==> src/rtl/mips_defs_pkg.sv <==
`default_nettype none
// ============================================================================
// Module      : mips_defs_pkg
// Description : Shared definitions for the data-memory access path. It holds
//               the memory opcode encodings, the exception codes, the
//               access-controller FSM encoding, and decode helpers that the
//               controller and the lane aligner both use.
// Revision    : 1.0 - initial release
// ============================================================================
package mips_defs_pkg;

  // Memory opcodes carried on aluop.
  localparam logic [7:0] c_op_lb  = 8'h90;
  localparam logic [7:0] c_op_lh  = 8'h91;
  localparam logic [7:0] c_op_lw  = 8'h92;
  localparam logic [7:0] c_op_lbu = 8'h94;
  localparam logic [7:0] c_op_lhu = 8'h95;
  localparam logic [7:0] c_op_sb  = 8'h98;
  localparam logic [7:0] c_op_sh  = 8'h99;
  localparam logic [7:0] c_op_sw  = 8'h9A;

  // Exception codes reported on exccode.
  localparam logic [4:0] c_exc_none = 5'h00;
  localparam logic [4:0] c_exc_adel = 5'h04;
  localparam logic [4:0] c_exc_ades = 5'h05;
  localparam logic [4:0] c_exc_dbe  = 5'h07;

  typedef enum logic [1:0] {
    ST_IDLE = 2'd0,
    ST_WAIT = 2'd1,
    ST_DONE = 2'd2
  } state_t;

  typedef enum logic [1:0] {
    SZ_BYTE = 2'd0,
    SZ_HALF = 2'd1,
    SZ_WORD = 2'd2
  } mem_size_t;

  typedef struct packed {
    logic      is_mem;
    logic      is_store;
    logic      is_unsigned;
    mem_size_t size;
  } mem_op_t;

  function automatic mem_op_t decode_op(input logic [7:0] aluop);
    mem_op_t d;
    d = '0;
    case (aluop)
      c_op_lb:  begin d.is_mem = 1'b1; d.size = SZ_BYTE; end
      c_op_lh:  begin d.is_mem = 1'b1; d.size = SZ_HALF; end
      c_op_lw:  begin d.is_mem = 1'b1; d.size = SZ_WORD; end
      c_op_lbu: begin d.is_mem = 1'b1; d.size = SZ_BYTE; d.is_unsigned = 1'b1; end
      c_op_lhu: begin d.is_mem = 1'b1; d.size = SZ_HALF; d.is_unsigned = 1'b1; end
      c_op_sb:  begin d.is_mem = 1'b1; d.size = SZ_BYTE; d.is_store = 1'b1; end
      c_op_sh:  begin d.is_mem = 1'b1; d.size = SZ_HALF; d.is_store = 1'b1; end
      c_op_sw:  begin d.is_mem = 1'b1; d.size = SZ_WORD; d.is_store = 1'b1; end
      default:  d = '0;
    endcase
    return d;
  endfunction

  // Halfwords need an even address, words a multiple of four.
  function automatic logic is_misaligned(input mem_size_t size, input logic [1:0] off);
    logic r;
    case (size)
      SZ_HALF: r = off[0];
      SZ_WORD: r = (off != 2'b00);
      default: r = 1'b0;
    endcase
    return r;
  endfunction

endpackage
`default_nettype wire

==> src/rtl/mem_lane_align.sv <==
`default_nettype none
// ============================================================================
// Module      : mem_lane_align
// Description : Combinational byte-lane steering for stores and lane
//               selection plus sign/zero extension for loads.
//               LANE_REV=1 : lane 3 holds address offset 0 (words reversed)
//               LANE_REV=0 : lane 0 holds address offset 0
// Ports       : st_size/st_off/st_wdata  -> st_we, st_data   (store side)
//               ld_size/ld_unsigned/ld_off/ld_raw -> ld_data (load side)
// Revision    : 1.0 - initial release
// ============================================================================
module mem_lane_align
  import mips_defs_pkg::*;
#(
  parameter int LANE_REV = 1
) (
  input  logic [1:0]  st_size,
  input  logic [1:0]  st_off,
  input  logic [31:0] st_wdata,
  output logic [3:0]  st_we,
  output logic [31:0] st_data,
  input  logic [1:0]  ld_size,
  input  logic        ld_unsigned,
  input  logic [1:0]  ld_off,
  input  logic [31:0] ld_raw,
  output logic [31:0] ld_data
);

  logic [1:0]  w_st_lane;
  logic [1:0]  w_ld_lane;
  logic        w_st_half_hi;
  logic        w_ld_half_hi;
  logic [31:0] w_st_word;
  logic [31:0] w_ld_word;
  logic [7:0]  w_ld_byte;
  logic [15:0] w_ld_half;

  // Offset-to-lane mapping. Halfwords are kept in natural order inside their
  // lane pair so that SH/LH round-trip; only full words are byte-reversed.
  generate
    if (LANE_REV != 0) begin : g_lane_rev
      assign w_st_lane    = ~st_off;
      assign w_ld_lane    = ~ld_off;
      assign w_st_half_hi = ~st_off[1];
      assign w_ld_half_hi = ~ld_off[1];
      assign w_st_word    = {st_wdata[7:0], st_wdata[15:8], st_wdata[23:16], st_wdata[31:24]};
      assign w_ld_word    = {ld_raw[7:0], ld_raw[15:8], ld_raw[23:16], ld_raw[31:24]};
    end else begin : g_lane_fwd
      assign w_st_lane    = st_off;
      assign w_ld_lane    = ld_off;
      assign w_st_half_hi = st_off[1];
      assign w_ld_half_hi = ld_off[1];
      assign w_st_word    = st_wdata;
      assign w_ld_word    = ld_raw;
    end
  endgenerate

  assign w_ld_byte = ld_raw[{w_ld_lane, 3'b000} +: 8];
  assign w_ld_half = w_ld_half_hi ? ld_raw[31:16] : ld_raw[15:0];

  always_comb begin
    st_we   = 4'b0000;
    st_data = 32'h0;
    case (mem_size_t'(st_size))
      SZ_BYTE: begin
        st_we   = 4'b0001 << w_st_lane;
        st_data = {4{st_wdata[7:0]}};
      end
      SZ_HALF: begin
        st_we   = w_st_half_hi ? 4'b1100 : 4'b0011;
        st_data = {2{st_wdata[15:0]}};
      end
      SZ_WORD: begin
        st_we   = 4'b1111;
        st_data = w_st_word;
      end
      default: ;
    endcase
  end

  always_comb begin
    ld_data = 32'h0;
    case (mem_size_t'(ld_size))
      SZ_BYTE: ld_data = ld_unsigned ? {24'h0, w_ld_byte} : {{24{w_ld_byte[7]}}, w_ld_byte};
      SZ_HALF: ld_data = ld_unsigned ? {16'h0, w_ld_half} : {{16{w_ld_half[15]}}, w_ld_half};
      SZ_WORD: ld_data = w_ld_word;
      default: ;
    endcase
  end

endmodule
`default_nettype wire

==> src/rtl/mem_access_ctrl.sv <==
`default_nettype none
// ============================================================================
// Module      : mem_access_ctrl
// Description : MEM-stage data-memory access controller. Issues one request
//               per accepted load/store, stalls the pipeline until the memory
//               acknowledges (or a timeout expires), then pulses the result.
// Ports       : clk, rst_n (async, active low)
//               pipeline : op_valid_i, aluop_i, addr_i, wdata_i, flush_i
//               memory   : dce_o, dwe_o, daddr_o, dwdata_o, dack_i, drdata_i
//               result   : stall_o, rdata_o, rvalid_o, exccode_o, badvaddr_o
// Revision    : 1.0 - initial release
// ============================================================================
module mem_access_ctrl
  import mips_defs_pkg::*;
#(
  parameter int ADDR_W   = 32,
  parameter int TIMEOUT  = 255,
  parameter int LANE_REV = 1
) (
  input  logic              clk,
  input  logic              rst_n,
  input  logic              op_valid_i,
  input  logic [7:0]        aluop_i,
  input  logic [ADDR_W-1:0] addr_i,
  input  logic [31:0]       wdata_i,
  input  logic              flush_i,
  output logic              dce_o,
  output logic [3:0]        dwe_o,
  output logic [ADDR_W-1:0] daddr_o,
  output logic [31:0]       dwdata_o,
  input  logic              dack_i,
  input  logic [31:0]       drdata_i,
  output logic              stall_o,
  output logic [31:0]       rdata_o,
  output logic              rvalid_o,
  output logic [4:0]        exccode_o,
  output logic [ADDR_W-1:0] badvaddr_o
);

  localparam logic [9:0] c_timeout = 10'(TIMEOUT);

  state_t            r_state;
  state_t            w_state_nxt;
  mem_op_t           w_dec;
  logic              w_misal;
  logic              w_live;
  logic              w_accept;
  logic              w_adr_err;
  logic              w_in_wait;
  logic              w_tmo;
  logic [9:0]        r_cnt;
  logic [9:0]        w_cnt_nxt;
  logic [3:0]        w_st_we;
  logic [31:0]       w_st_data;
  logic [31:0]       w_ld_data;

  logic [ADDR_W-1:0] r_addr;
  logic [3:0]        r_we;
  logic [31:0]       r_wdata;
  logic              r_store;
  logic              r_unsigned;
  logic [1:0]        r_size;
  logic [31:0]       r_rdata;
  logic [4:0]        r_exc;
  logic              r_flushed;

  assign w_dec     = decode_op(aluop_i);
  assign w_misal   = is_misaligned(w_dec.size, addr_i[1:0]);
  // rst_n gates the IDLE combinational path so every output is low in reset
  // even while the pipeline still presents an instruction.
  assign w_live    = rst_n & op_valid_i & w_dec.is_mem & ~flush_i & (r_state == ST_IDLE);
  assign w_accept  = w_live & ~w_misal;
  assign w_adr_err = w_live & w_misal;
  assign w_in_wait = (r_state == ST_WAIT);
  assign w_cnt_nxt = r_cnt + 10'd1;
  // An acknowledge in the final WAIT cycle beats the timeout.
  assign w_tmo     = w_in_wait & ~dack_i & (w_cnt_nxt == c_timeout);

  mem_lane_align #(
    .LANE_REV (LANE_REV)
  ) u_lane (
    .st_size     (w_dec.size),
    .st_off      (addr_i[1:0]),
    .st_wdata    (wdata_i),
    .st_we       (w_st_we),
    .st_data     (w_st_data),
    .ld_size     (r_size),
    .ld_unsigned (r_unsigned),
    .ld_off      (r_addr[1:0]),
    .ld_raw      (r_rdata),
    .ld_data     (w_ld_data)
  );

  always_ff @(posedge clk or negedge rst_n) begin
    if (!rst_n) begin
      r_state <= ST_IDLE;
    end else begin
      r_state <= w_state_nxt;
    end
  end

  always_comb begin
    w_state_nxt = r_state;
    dce_o       = 1'b0;
    dwe_o       = 4'b0000;
    daddr_o     = '0;
    dwdata_o    = 32'h0;
    stall_o     = 1'b0;
    rdata_o     = 32'h0;
    rvalid_o    = 1'b0;
    exccode_o   = c_exc_none;
    badvaddr_o  = '0;
    case (r_state)
      ST_IDLE: begin
        if (w_accept) begin
          w_state_nxt = ST_WAIT;
          dce_o       = 1'b1;
          dwe_o       = w_dec.is_store ? w_st_we : 4'b0000;
          daddr_o     = {addr_i[ADDR_W-1:2], 2'b00};
          dwdata_o    = w_dec.is_store ? w_st_data : 32'h0;
          stall_o     = 1'b1;
        end else if (w_adr_err) begin
          rvalid_o    = 1'b1;
          exccode_o   = w_dec.is_store ? c_exc_ades : c_exc_adel;
          badvaddr_o  = addr_i;
        end
      end
      ST_WAIT: begin
        dce_o    = 1'b1;
        dwe_o    = r_we;
        daddr_o  = {r_addr[ADDR_W-1:2], 2'b00};
        dwdata_o = r_wdata;
        stall_o  = 1'b1;
        if (dack_i || w_tmo) begin
          w_state_nxt = ST_DONE;
        end
      end
      ST_DONE: begin
        w_state_nxt = ST_IDLE;
        // A flush seen during WAIT lets the transfer finish but hides it.
        if (!r_flushed) begin
          rvalid_o   = 1'b1;
          exccode_o  = r_exc;
          rdata_o    = (r_store || (r_exc != c_exc_none)) ? 32'h0 : w_ld_data;
          badvaddr_o = (r_exc != c_exc_none) ? r_addr : '0;
        end
      end
      default: w_state_nxt = ST_IDLE;
    endcase
  end

  always_ff @(posedge clk or negedge rst_n) begin
    if (!rst_n) begin
      r_cnt      <= 10'd0;
      r_addr     <= '0;
      r_we       <= 4'b0000;
      r_wdata    <= 32'h0;
      r_store    <= 1'b0;
      r_unsigned <= 1'b0;
      r_size     <= 2'b00;
      r_rdata    <= 32'h0;
      r_exc      <= c_exc_none;
      r_flushed  <= 1'b0;
    end else if (w_accept) begin
      r_cnt      <= 10'd0;
      r_addr     <= addr_i;
      r_we       <= w_dec.is_store ? w_st_we : 4'b0000;
      r_wdata    <= w_dec.is_store ? w_st_data : 32'h0;
      r_store    <= w_dec.is_store;
      r_unsigned <= w_dec.is_unsigned;
      r_size     <= w_dec.size;
      r_rdata    <= 32'h0;
      r_exc      <= c_exc_none;
      r_flushed  <= 1'b0;
    end else if (w_in_wait) begin
      r_cnt <= w_cnt_nxt;
      if (flush_i) begin
        r_flushed <= 1'b1;
      end
      if (dack_i) begin
        r_rdata <= drdata_i;
      end else if (w_tmo) begin
        r_exc <= c_exc_dbe;
      end
    end
  end

endmodule
`default_nettype wire

==> config.mk <==
export PLATFORM = sky130hd
export DESIGN_NAME = mem_access_ctrl
export DESIGN_NICKNAME = d
export VERILOG_FILES = /design/src/rtl/mips_defs_pkg.sv /design/src/rtl/mem_lane_align.sv /design/src/rtl/mem_access_ctrl.sv
export SDC_FILE = /design/constraint.sdc
export NUM_CORES = 1
export LEC_CHECK = 0
export ABC_AREA = 0
export CAP_MARGIN = 20
export CORE_ASPECT_RATIO = 1.4
export CORE_UTILIZATION = 30
export DETAILED_ROUTE_END_ITERATION = 8
export PLACE_DENSITY = 0.58
export SYNTH_ARGS = -nofsm -noshare
export SYNTH_HDL_FRONTEND = slang
export SYNTH_HIERARCHICAL = 1
export SYNTH_SLANG_ARGS = --single-unit
==> constraint.sdc <==
create_clock -name clk -period 7.3 [get_ports clk]
set_input_delay 2.19 -clock clk [delete_from_list [all_inputs] [get_ports clk]]
set_output_delay 2.19 -clock clk [all_outputs]
set_load 0.02 [all_outputs]
# Word-level counts from Yosys, hierarchy flattened
# Index checks and enable logic that the tools add are counted.
# classes
addsub	1
n_eq_ne	18
n_shift	2
mux	54
bitwise_logic	13
reduce_logical	20
# ops
operator	count
2-to-1 mux 32 bit	15
one-hot mux 32 bit (2 select lines)	3
one-hot mux 32 bit (3 select lines)	2
equality test 8 bit (second input constant)	8
indexed part select 32 x 6 -> 8 bit	1
2-to-1 mux 5 bit	5
2-to-1 mux 10 bit	2
2-to-1 mux 16 bit	1
2-to-1 mux 4 bit	3
one-hot mux 4 bit (3 select lines)	1
2-to-1 mux 1 bit	11
adder 10 x 1 -> 10 bit (second input constant)	1
equality test 10 x 8 -> 1 bit (second input constant)	1
one-hot mux 5 bit (2 select lines)	1
nonzero test 2 bit	5
AND 1 bit	8
one-hot mux 2 bit (2 select lines)	2
one-hot mux 4 bit (2 select lines)	1
OR reduction 8 bit	1
equality test 2 x 1 -> 1 bit (second input constant)	3
equality test 2 bit (second input constant)	3
zero test 2 bit	3
2-to-1 mux 3 bit	2
one-hot mux 1 bit (2 select lines)	3
12 further kinds	22
# word_totals
register_bits	122
in_bits	109
output_inout_bits	140
wordCells	119

# Logic depth before layout (Yosys ltp)
# depth
word_depth	10
ltp_mapped	13
mapped_depth_nobuf	10

# Hierarchy
# The synthesis kept the hierarchy.
# by_module_without_submodules
module	instances	cells_each	area_per_inst_um2	seq_area_each_um2
mem_access_ctrl	1	675	6052.1	2952.8
mem_lane_align	1	197	1262.5	0.0

# Worst setup path after synthesis
# No wires, ideal clock.
# synth_path
path_type	input port to output port
start	in aluop_i[6]
end	out stall_o
arrival_time_ns	5.188
t_required_ns	5.110
path_slack_ns	-0.078
cell_stages	11
path_buffers	4
cell_sequence	nand4bb_1 > a2111oi_0 > inv_1 > ha_1 > a21oi_1 > or3_1 > clkbuf_1 > buf_4 > buf_6 > nand2_1 > buf_4
# synth_lines
element	line_no	rtl
start, declared	mem_access_ctrl.sv:23	input logic [7:0] aluop_i,
end, declared	mem_access_ctrl.sv:33	output logic stall_o,

# Worst setup path after layout
# layout_path
start	in aluop_i[4]
end	out dwe_o[3]
# layout_via
elab_chain_cells	9
word_cells_on_any_way	28
classes_between	10 x eq/ne; 8 x mux; 5 x bitwise; 5 x reduce/logical
# layout_rtl
element	line_no	rtl
equality test 8 bit	mips_defs_pkg.sv:50	case (aluop)
OR reduction 3 bit (no line) (tied with other cells)	n/a	
one-hot mux 2 bit (2 select lines) / 2-to-1 mux 1 bit (equally long branches)	mips_defs_pkg.sv:50	
equality test 2 bit (tied with other cells)	mips_defs_pkg.sv:67, mem_lane_align.sv:64	
one-hot mux 1 bit (2 select lines) / AND 1 bit (equally long branches)	mips_defs_pkg.sv:67, mem_access_ctrl.sv:71	
NOT 1 bit / AND 1 bit (equally long branches)	mem_access_ctrl.sv:72, mem_access_ctrl.sv:71	
AND 1 bit	mem_access_ctrl.sv:72	assign w_accept = w_live & ~w_misal;
2-to-1 mux 4 bit (*)	mem_access_ctrl.sv:115	if (w_accept) begin
one-hot mux 4 bit (2 select lines) (*)	mem_access_ctrl.sv:113	case (r_state)
end, declared	mem_access_ctrl.sv:28	output logic [3:0] dwe_o,
# Mark *: on every way between the ends. The rest lies on a longest branch, timed or not.

==> results_dict.tcl <==
set metrics [dict create \
    slowest_delay_ns 0.51 \
    route.antenna.remaining_nets 0 \
    finalWorstSetupSlack_ns 0.137 \
    htreeDepth 4 \
    synth-main-ff-cell "dfrtp_1" \
    areaGrowthSynthToFinish_pct 52.1 \
    crit_family "buffers and inverters" \
    required_ns 5.11 \
    worst-path-buf-inv 7 \
    irDropWorstVdd_uv 169 \
    clk_pin_slew_ns 0.06 \
    critPathLaunchType "input port" \
    dp_hpwl_um 19100 \
    pre_cts_ws_ns -0.333 \
    die_w_um 134 \
    core_um2 24000 \
    synthCells 872 \
    ys_ff_latch 118 \
    numCtsBuffers 17 \
    wire_per_inst_um 18.6 \
    start_util 0.305 \
    place_inst 1429 \
    ys_types 57 \
    stdcell_count 1468 \
    gp_congestion 0.867 \
    io_pins 249 \
    cts_buffer_depth 2 \
    grt_first_pass_wirelength_um 42500 \
    hold_violations 0 \
    synthAdderAreaFrac 0.00684 \
    p_leak_nw 5.43 \
    cpMaxStageDelayCell "clkdlybuf4s50_1" \
    nets 1259 \
    outcome "completed" \
    synthSimpleGateAreaFrac 0.212 \
    tightest_slew_ns 0.985 \
    row_count 67 \
    synth-xor-area-share 0.0144 \
    reg2reg_from "r_state[1]" \
    fin_skew_ns 0.00656 \
    holdCritPathClass "reg2reg" \
    crit_start "aluop_i[4]" \
    dpl_cell_area_um2 10400 \
    slew_violations 0 \
    diodes 0 \
    clock_latency_ns 0.42 \
    setup_violations 0 \
    die_h_um 187 \
    antenna_found_initial 0 \
    synth_compound_area_frac 0.270 \
    dr.pass1.iters 4 \
    async_flop_share 1.00 \
    endpoint_kind "output pin" \
    drt_wl_total_um 27300 \
    crit_end "dwe_o[3]" \
    grt.total_usage 0.219 \
    powerDensity_nw_per_um2 182 \
    synth_common_cells "nand2_1 (241), dfrtp_1 (118), a22o_1 (104)" \
    r2r_end "r_wdata[15]" \
    rrSetupSlack_ns 4.56 \
    fmax_ghz 0.140 \
    synth_top_cell_by_area "dfrtp_1" \
    cp.depth 14 \
    reg2reg_depth 5 \
    cts_tree "yes" \
    drt_iter0_drc 359 \
    synth_top_family_by_area "compound AO/OA/AOI/OAI gates" \
    first_global_vias 7590 \
    yosys_warnings 6 \
    yosys-top-cells-area "dfrtp_1 (40%), a22o_1 (12%), nand2_1 (12%)" \
    cts_hold_buf 0 \
    period_needed_ns 7.16 \
    num_vias 7504 \
    ys_seq_area_frac 0.404 \
    drc 0 \
    grt_max_degree 77 \
    port_buffers 244 \
    cp.arrival_ns 4.97 \
    dieArea_um2 25000 \
    finalPower_mw 2.02 \
    yosysTopAreaCellShare 0.404 \
    maxCapViolCount 0 \
    synthMuxAreaShare 0.0267 \
    overflow 0 \
    crit_chain "clkdlybuf4s50_1 -> nand4bb_4 -> buf_4 -> nor2_1 -> and3_1 -> buf_4 -> ha_1 -> a21oi_1 -> buf_4 -> nor3_4 -> buf_4 -> buf_12 -> a22o_1 -> dlygate4sd2_1" \
    crit_type "in2out" \
    path_max_fanout 27 \
    drive_above_1_share 0.131 \
    yosysMostFrequentCell "nand2_1" \
    fin_crit_sh 0.981 \
    finalInstanceArea_um2 11100 \
    timing.critical_path.mode_cell "buf_4" \
    cts.sinks 118 \
    rsz0062_at_grt "no" \
    synth.cell_area_um2 7310 \
    synth.avg_cell_area_um2 8.39 \
    synth_edf_count 0 \
    slew_headroom 0.344 \
    viasPerCell 5.11 \
    cts-root-buf "clkbuf_16" \
]
## layer usage
layer  vias to the layer above  GRT usage  wire, um
li1                       3600          -         -
met1                      3579      0.262     11300
met2                       269      0.367     13400
met3                        56     0.0478      1540
met4                         0      0.106      1140
met5                         -          0         0
## per-stage QoR
| stage | hold WS (ns) | TNS (ns) | util |
|---|---|---|---|
| finish | 0.497 | 0 | 0.464 |
| floorplan | 0.451 | 0 | - |
| global route | 0.512 | 0 | 0.464 |
| detailed placement | 0.486 | -26.24 | 0.435 |
| global placement | 0.482 | -21.04 | 0.435 |
| CTS | 0.503 | 0 | 0.461 |
## worst reg2reg max path: stages (launching register included)
cell and delay, ns:
dfrtp_1 0.36, buf_4 0.24, or4_1 0.75, or3_2 0.54, buf_4 0.38, a22o_1 0.35
## layout make-up
cell class,count,area (um2)
Clock buffer,19,443
Tap cell,310,388
Clock inverter,12,201
Sequential cell,118,2950
Fill cell,2446,12800
Inverter,14,52.6
Timing Repair Buffer,334,3130
Multi-Input combinational cell,661,3960
## sequential cells by signal, indices dropped and copies added (netlist names)
register and count:
r_state 2, r_store 1, r_wdata 32, r_size 2, r_we 4, r_unsigned 1
r_rdata 32, r_exc 1, r_cnt 10, r_flushed 1, r_addr 32
## report_power, final
group	total, mW	internal [mW]	switching, mW
clock	0.930	0.613	0.316
sequential	0.808	0.722	0.0863
combinational	0.283	0.154	0.130
total	2.02	1.49	0.532
## how the worst min path moves through the flow
stage                      from           to  slack, ns  depth (start not counted)
floorplan               r_store      r_store       0.45                          1
global placement      r_flushed    r_flushed       0.48                          2
detailed placement  r_wdata[15]  r_wdata[15]       0.49                          1
CTS                 r_wdata[22]  r_wdata[22]       0.50                          1
global route        r_wdata[22]  r_wdata[22]       0.51                          1
finish              r_wdata[22]  r_wdata[22]       0.50                          1
## cells in the final DEF (no fill, tap or decap), drive strengths merged, types with 4 or more instances in the layout
master / synthesis / final
clkdlybuf4s50: 0 / 139
bufinv: 0 / 5
clkbuf: 39 / 20
xnor2: 5 / 5
nand3: 8 / 8
a22o: 104 / 104
xor2: 7 / 7
clkinv: 0 / 4
ha: 4 / 4
nand2: 241 / 241
nor2b: 14 / 14
mux2: 9 / 9
and2: 36 / 36
nor2: 26 / 26
nor3: 5 / 5
a21oi: 74 / 74
a221o: 8 / 8
dfrtp: 118 / 118
buf: 43 / 96
a2bb2oi: 7 / 7
mux2i: 9 / 9
dlygate4sd2: 0 / 95
conb: 1 / 4
inv: 14 / 15
a21o: 17 / 17
o21ai: 30 / 30
o211ai: 16 / 16
## cells by family after synthesis
logic type	after synthesis
and+or+nand+nor	351
AOI/OAI and AO/OA	272
DFF	118
buffers and inverters	96
muxes	18
xor gates and xnor gates	12
adders and majority gates	4
other	1
## what timing repair did
action	in CTS	in global routing
setup endpoints to repair	98	42
pin swaps	2	1
endpoints found under the hold margin	0	0
gates cloned	2	1
gates resized for setup	102	5
buffers inserted	4	0
Note: power is estimated with default switching activity, not from simulation.
